<file path="src/rtl/fe_power_seq.sv">
// fe_power_seq: sequences front-end power, reset release and tuner I2C gate.
// Enables go power -> settle -> reset release -> hold -> I2C gate; disables
// apply on the next edge. CI/TPS overcurrent flags are filtered, latched and
// force the matching supply off.
//
// Ports:
//   clk               system clock
//   reset             synchronous, active-high
//   req_ctrl[7:0]     requested control byte, 1 = disabled / in reset
//                     (7 I2C gate, 6 CI power, 5 antenna 5V, 4 spare, 3:0 resets)
//   ci_overcurrent_n  async, active-low CI overcurrent flag
//   tps_overcurrent_n async, active-low TPS overcurrent flag
//   fault_clear       one-cycle pulse, clears latched faults whose input is high
//   out_ctrl[7:0]     applied control byte, same encoding as req_ctrl
//   busy              enable sequence in progress
//   oc_fault[1:0]     latched overcurrent: [0] CI, [1] TPS
module fe_power_seq #(
   parameter int unsigned PWR_SETTLE_CYC = 500000,
   parameter int unsigned RST_HOLD_CYC   = 50000,
   parameter int unsigned OC_FILTER_CYC  = 64,
   parameter int unsigned CNT_W          = 24
) (
   input  logic       clk,
   input  logic       reset,
   input  logic [7:0] req_ctrl,
   input  logic       ci_overcurrent_n,
   input  logic       tps_overcurrent_n,
   input  logic       fault_clear,
   output logic [7:0] out_ctrl,
   output logic       busy,
   output logic [1:0] oc_fault
);

   localparam logic [2:0] S_IDLE   = 3'd0;
   localparam logic [2:0] S_PWR    = 3'd1;
   localparam logic [2:0] S_SETTLE = 3'd2;
   localparam logic [2:0] S_REL    = 3'd3;
   localparam logic [2:0] S_HOLD   = 3'd4;
   localparam logic [2:0] S_GATE   = 3'd5;

   localparam logic [CNT_W-1:0] SETTLE_LD = CNT_W'(PWR_SETTLE_CYC);
   localparam logic [CNT_W-1:0] HOLD_LD   = CNT_W'(RST_HOLD_CYC);
   localparam logic [CNT_W-1:0] FILT_LAST = CNT_W'(OC_FILTER_CYC - 1);
   localparam logic [CNT_W-1:0] FILT_MAX  = CNT_W'(OC_FILTER_CYC);

   localparam logic [7:0] PWR_MASK  = 8'h60;
   localparam logic [7:0] RST_MASK  = 8'h0F;
   localparam logic [7:0] GATE_MASK = 8'h80;
   localparam logic [7:0] SEQ_MASK  = 8'hEF;

   logic [1:0]       sync0;
   logic [1:0]       sync1;
   logic [CNT_W-1:0] fcnt [2];

   logic [2:0]       state_q, state_n;
   logic [CNT_W-1:0] cnt_q, cnt_n;
   logic [1:0]       pwr_q, pwr_n;
   logic [7:0]       out_n;
   logic             busy_n;

   logic [7:0]       blk_c;
   logic [7:0]       pend_c;
   logic [7:0]       base_c;
   logic [7:0]       clr_c;
   logic             abort_c;

   // Overcurrent synchronizers, low-time filters and fault latches ([0] CI, [1] TPS).
   always_ff @(posedge clk) begin
      if (reset) begin
         sync0    <= 2'b11;
         sync1    <= 2'b11;
         fcnt[0]  <= '0;
         fcnt[1]  <= '0;
         oc_fault <= 2'b00;
      end else begin
         sync0 <= {tps_overcurrent_n, ci_overcurrent_n};
         sync1 <= sync0;
         for (int i = 0; i < 2; i++) begin
            if (sync1[i]) begin
               fcnt[i] <= '0;
            end else if (fcnt[i] != FILT_MAX) begin
               fcnt[i] <= fcnt[i] + CNT_W'(1);
            end
            // Latch needs the input low, clear needs it high, so latch has priority.
            if (!sync1[i] && (fcnt[i] == FILT_LAST)) begin
               oc_fault[i] <= 1'b1;
            end else if (fault_clear && sync1[i]) begin
               oc_fault[i] <= 1'b0;
            end
         end
      end
   end

   // Sequencer state and registered outputs.
   always_ff @(posedge clk) begin
      if (reset) begin
         state_q  <= S_IDLE;
         cnt_q    <= '0;
         pwr_q    <= 2'b00;
         out_ctrl <= 8'hFF;
         busy     <= 1'b0;
      end else begin
         state_q  <= state_n;
         cnt_q    <= cnt_n;
         pwr_q    <= pwr_n;
         out_ctrl <= out_n;
         busy     <= busy_n;
      end
   end

   // Next-state and next-output logic.
   always_comb begin
      blk_c   = {1'b0, oc_fault[0], oc_fault[1], 5'b00000};
      pend_c  = ~req_ctrl & out_ctrl & ~blk_c & SEQ_MASK;
      // Disables and fault forcing apply in every state; bit4 just follows.
      base_c    = out_ctrl | req_ctrl | blk_c;
      base_c[4] = req_ctrl[4];
      // A supply enabled by this sequence dropping again invalidates the wait.
      abort_c = ((req_ctrl[6] | oc_fault[0]) & pwr_q[1]) |
                ((req_ctrl[5] | oc_fault[1]) & pwr_q[0]);
      clr_c   = 8'h00;
      state_n = state_q;
      cnt_n   = cnt_q;
      pwr_n   = pwr_q;
      busy_n  = busy;
      out_n   = base_c;

      case (state_q)
         S_IDLE: begin
            if (|pend_c) begin
               state_n = S_PWR;
               busy_n  = 1'b1;
               pwr_n   = 2'b00;
            end
         end
         S_PWR: begin
            clr_c = pend_c & PWR_MASK;
            out_n = base_c & ~clr_c;
            pwr_n = {clr_c[6], clr_c[5]};
            if ((|clr_c) && (SETTLE_LD != '0)) begin
               cnt_n   = SETTLE_LD;
               state_n = S_SETTLE;
            end else begin
               state_n = S_REL;
            end
         end
         S_SETTLE: begin
            if (abort_c) begin
               state_n = S_IDLE;
               busy_n  = 1'b0;
               cnt_n   = '0;
            end else if (cnt_q <= CNT_W'(1)) begin
               state_n = S_REL;
               cnt_n   = '0;
            end else begin
               cnt_n = cnt_q - CNT_W'(1);
            end
         end
         S_REL: begin
            clr_c = pend_c & RST_MASK;
            out_n = base_c & ~clr_c;
            if ((|clr_c) && (HOLD_LD != '0)) begin
               cnt_n   = HOLD_LD;
               state_n = S_HOLD;
            end else begin
               state_n = S_GATE;
            end
         end
         S_HOLD: begin
            if (abort_c) begin
               state_n = S_IDLE;
               busy_n  = 1'b0;
               cnt_n   = '0;
            end else if (cnt_q <= CNT_W'(1)) begin
               state_n = S_GATE;
               cnt_n   = '0;
            end else begin
               cnt_n = cnt_q - CNT_W'(1);
            end
         end
         S_GATE: begin
            clr_c   = pend_c & GATE_MASK;
            out_n   = base_c & ~clr_c;
            state_n = S_IDLE;
            busy_n  = 1'b0;
            pwr_n   = 2'b00;
         end
         default: begin
            state_n = S_IDLE;
            busy_n  = 1'b0;
            cnt_n   = '0;
            pwr_n   = 2'b00;
         end
      endcase
   end

endmodule

</file>
<file path="config.mk">
export PLATFORM = sky130hd
export DESIGN_NAME = fe_power_seq
export DESIGN_NICKNAME = d
export VERILOG_FILES = /design/src/rtl/fe_power_seq.sv
export SDC_FILE = /design/constraint.sdc
export NUM_CORES = 1
export LEC_CHECK = 0
export ABC_AREA = 1
export BUFFER_PORTS_ARGS = -buffer_cell sky130_fd_sc_hd__buf_2
export CAP_MARGIN = 20
export CORE_UTILIZATION = 40
export DETAILED_ROUTE_END_ITERATION = 16
export PLACE_DENSITY_LB_ADDON = 0.25
export SETUP_SLACK_MARGIN = 0.05
export SYNTH_ARGS = -nofsm -noshare
export SYNTH_HDL_FRONTEND = slang
export SYNTH_SLANG_ARGS = --single-unit
</file>
<file path="constraint.sdc">
create_clock -name clk -period 4.01 [get_ports clk]
set_input_delay 0.401 -clock clk [delete_from_list [all_inputs] [get_ports clk]]
set_output_delay 0.401 -clock clk [all_outputs]
set_load 0.02 [all_outputs]
</file>
==> flow_metrics.py <==
metrics = {
    "logic_synthesis": {
        "synth.distinct_cells": 42,
        "ys_seq_elements": 92,
        "synth.area.top_cells": "edfxtp_1 26%, dfxtp_1 16%, nand2_1 12%",
        "post-synth-top-area-cell": "edfxtp_1",
        "synth_cells": 749,
        "syn_nets": 768,
        "synth_edf_count": 48,
        "yosys_warnings": 0,
        "syn-cell-area_mm2": 0.00554,
        "synthArstFlopShare": 0,
        "synth_commonest_cells": "175 x nand2_1, 122 x nor2_1, 83 x inv_1, 51 x a21oi_1, 49 x nand3_1",
        "synthFlopType": "edfxtp_1",
        "ys_seq_area_frac": 0.419,
        "synth_most_common_cell": "nand2_1",
        "yosys.area.top_type_share": 0.260,
        "synth.avg_cell_area_um2": 7.40,
    },
    "die": {
        "ios": 24,
        "die_height_um": 120,
        "fp.dieW_um": 120,
        "die_area_mm2": 0.0143,
        "start_util": 0.415,
        "rows": 42,
        "coreArea_mm2": 0.0133,
    },
    "drt": {
        "wl_per_cell_um": 13.4,
        "dr.pass1.iters": 6,
        "drc": 0,
        "antenna_left": 0,
        "vias_per_cell": 5.12,
        "first_iter_violations": 331,
        "wl_um": 12700,
        "vias": 4881,
    },
    "clock_network": {
        "cts.sinks": 92,
        "htree_num_levels": 3,
        "clk-insertion-delay-late_ns": 0.35,
        "cts_tree": "done",
        "cts_setup_buffers": 0,
        "cts_made_buffers": 9,
        "root_buffer": "clkbuf_16",
        "cts_resized": 0,
        "cts_hold_buf": 0,
        "cts_buffer_depth": 2,
        "path_clk_slew_ns": 0.07,
    },
    "power_and_ir_drop": {
        "leakage_nw": 2.39,
        "fin_total_pwr_mw": 3.60,
        "vdd.ir_drop.worst_mv": 0.430,
        "power_density_mw_per_mm2": 589,
    },
    "timing": {
        "setup_slack_ns": 1.71,
        "slew_headroom": 0.436,
        "clock.fmax_ghz": 0.434,
        "finalSetupViolations": 0,
        "min_period_over_period": 0.574,
        "finalHoldViolations": 0,
        "rsz0062_at_grt": "false",
        "slew_viol_final": 0,
        "fin_setup_tns_ns": 0,
        "tightest_slew_ns": 0.844,
        "timing.hold.ws_ns": 0.254,
        "clock_skew_ns": 0.00619,
        "min_period_ns": 2.30,
    },
    "grt": {
        "track_usage": 0.188,
        "grt_max_degree": 39,
        "grt_pass1_wl_um": 21400,
        "grt_remaining_overflow": 0,
        "grt_pass1_vias": 4671,
        "antenna_found_initial": 0,
    },
    "layout": {
        "nets": 792,
        "syn2layout_area_growth_pct": 10.3,
        "diodes": 0,
        "layout-drive-gt1-share": 0.121,
    },
    "flow_run": {
        "maxCapViolations": 0,
    },
    "setup_path": {
        "cp_top_family": "simple AND/OR/NAND/NOR gates",
        "cp-end-kind": "flip-flop",
        "reg2reg_slack_ns": 1.71,
        "arrival_ns": 2.36,
        "start_kind": "flip-flop",
        "crit_chain": "nor4_1 > nand2_1 > nor3_2 > nand2_1 > nand2_1 > a21oi_1",
        "crit_fanout": 24,
        "reg2reg_from": "fcnt[0][9]",
        "cp_data_required_time_ns": 4.07,
        "crit_buf_inv": 0,
        "worst_path_max_delay_cell": "nand2_1",
        "critPathLaunch": "fcnt[0][9]",
        "criticalPathCategory": "flip-flop to flip-flop",
        "crit_top_cell": "nand2_1",
        "cp_slowest_stage_delay_ns": 0.62,
    },
    "run_status": {
        "status": "finished, final reports clean",
    },
    "worst_hold_path": {
        "hp-class": "input port to flip-flop",
        "hold_start": "tps_overcurrent_n",
    },
    "place": {
        "pre_cts_ws_ns": 1.75,
        "dp_hpwl_um": 9440,
        "gp_congestion": 0.867,
        "numPortBuffers": 23,
    },
}
[layer usage]
layer  part of all wire  GRT usage
met3              0.039     0.0413
met1               0.47      0.233
met5                  0          0
met2               0.49      0.324
met4             0.0082     0.0586
[layout make-up]
cell class | count | area [um^2]
clock buffers | 10 | 250
repair buffers | 25 | 130
clock inverters | 6 | 60.1
fillers | 1373 | 7240
flip-flops and latches | 92 | 2320
well taps | 176 | 220
inverters | 93 | 352
multi-input cells | 552 | 2780
[metrics by stage]
stage,std cells,cell area (um^2),utilization
floorplan,749,5540,-
global route,954,6110,0.458
CTS,954,6110,0.458
global placement,938,5800,0.434
finish,954,6110,0.458
detailed placement,938,5800,0.434
[power by group]
part	internal (mW)	total [mW]	switching (mW)
Combinational	0.490	1.53	1.04
Sequential	1.09	1.19	0.104
Clock	0.477	0.879	0.402
Total	2.05	3.60	1.54
[cell families after synthesis]
group | Yosys count | synth area share
xor gates and xnor gates | 24 | 0.0379
and+or+nand+nor | 437 | 0.370
DFF | 92 | 0.419
buffers and inverters | 105 | 0.0797
adders and majority gates | 6 | 0.0136
AOI/OAI and AO/OA | 85 | 0.0791
[registers in the layout, summed over array words and instances (netlist names)]
signal,count
sync1,2
pwr_q,2
sync0,2
out_ctrl,8
oc_fault,2
state_q,3
fcnt,48
busy,1
cnt_q,24
[layout by cell type, fill, tap and decap left out, types with 2 or more instances in the layout]
| cell | n |
|---|---|
| nand2_1 | 175 |
| nor2_1 | 122 |
| inv_1 | 83 |
| a21oi_1 | 51 |
| nand3_1 | 49 |
| edfxtp_1 | 48 |
| dfxtp_1 | 44 |
| buf_2 | 23 |
| nand4_1 | 21 |
| o21ai_0 | 20 |
| xor2_1 | 18 |
| nor3_1 | 11 |
| clkbuf_16 | 10 |
| inv_2 | 9 |
| o21ai_1 | 8 |
| nor2_4 | 7 |
| or2_2 | 7 |
| nor4_1 | 7 |
| nand2_2 | 6 |
| xnor2_1 | 6 |
| nor3_2 | 6 |
| ha_1 | 6 |
| or2_0 | 4 |
| nor2_2 | 4 |
| nand2_4 | 3 |
| o22ai_1 | 3 |
| inv_8 | 3 |
| nand3_2 | 2 |
| nor3_4 | 2 |
| nand3b_1 | 2 |
| nor3b_2 | 2 |
| inv_6 | 2 |
| buf_4 | 2 |
[final timing paths]
kind                                    end  cells past startpoint
worst max register to register  fcnt[0][20]                      6
worst max-delay path            fcnt[0][20]                      6
worst min register to register     sync1[0]                      1
worst min-delay path               sync0[1]                      2
Note: power is estimated with default switching activity, not from simulation.
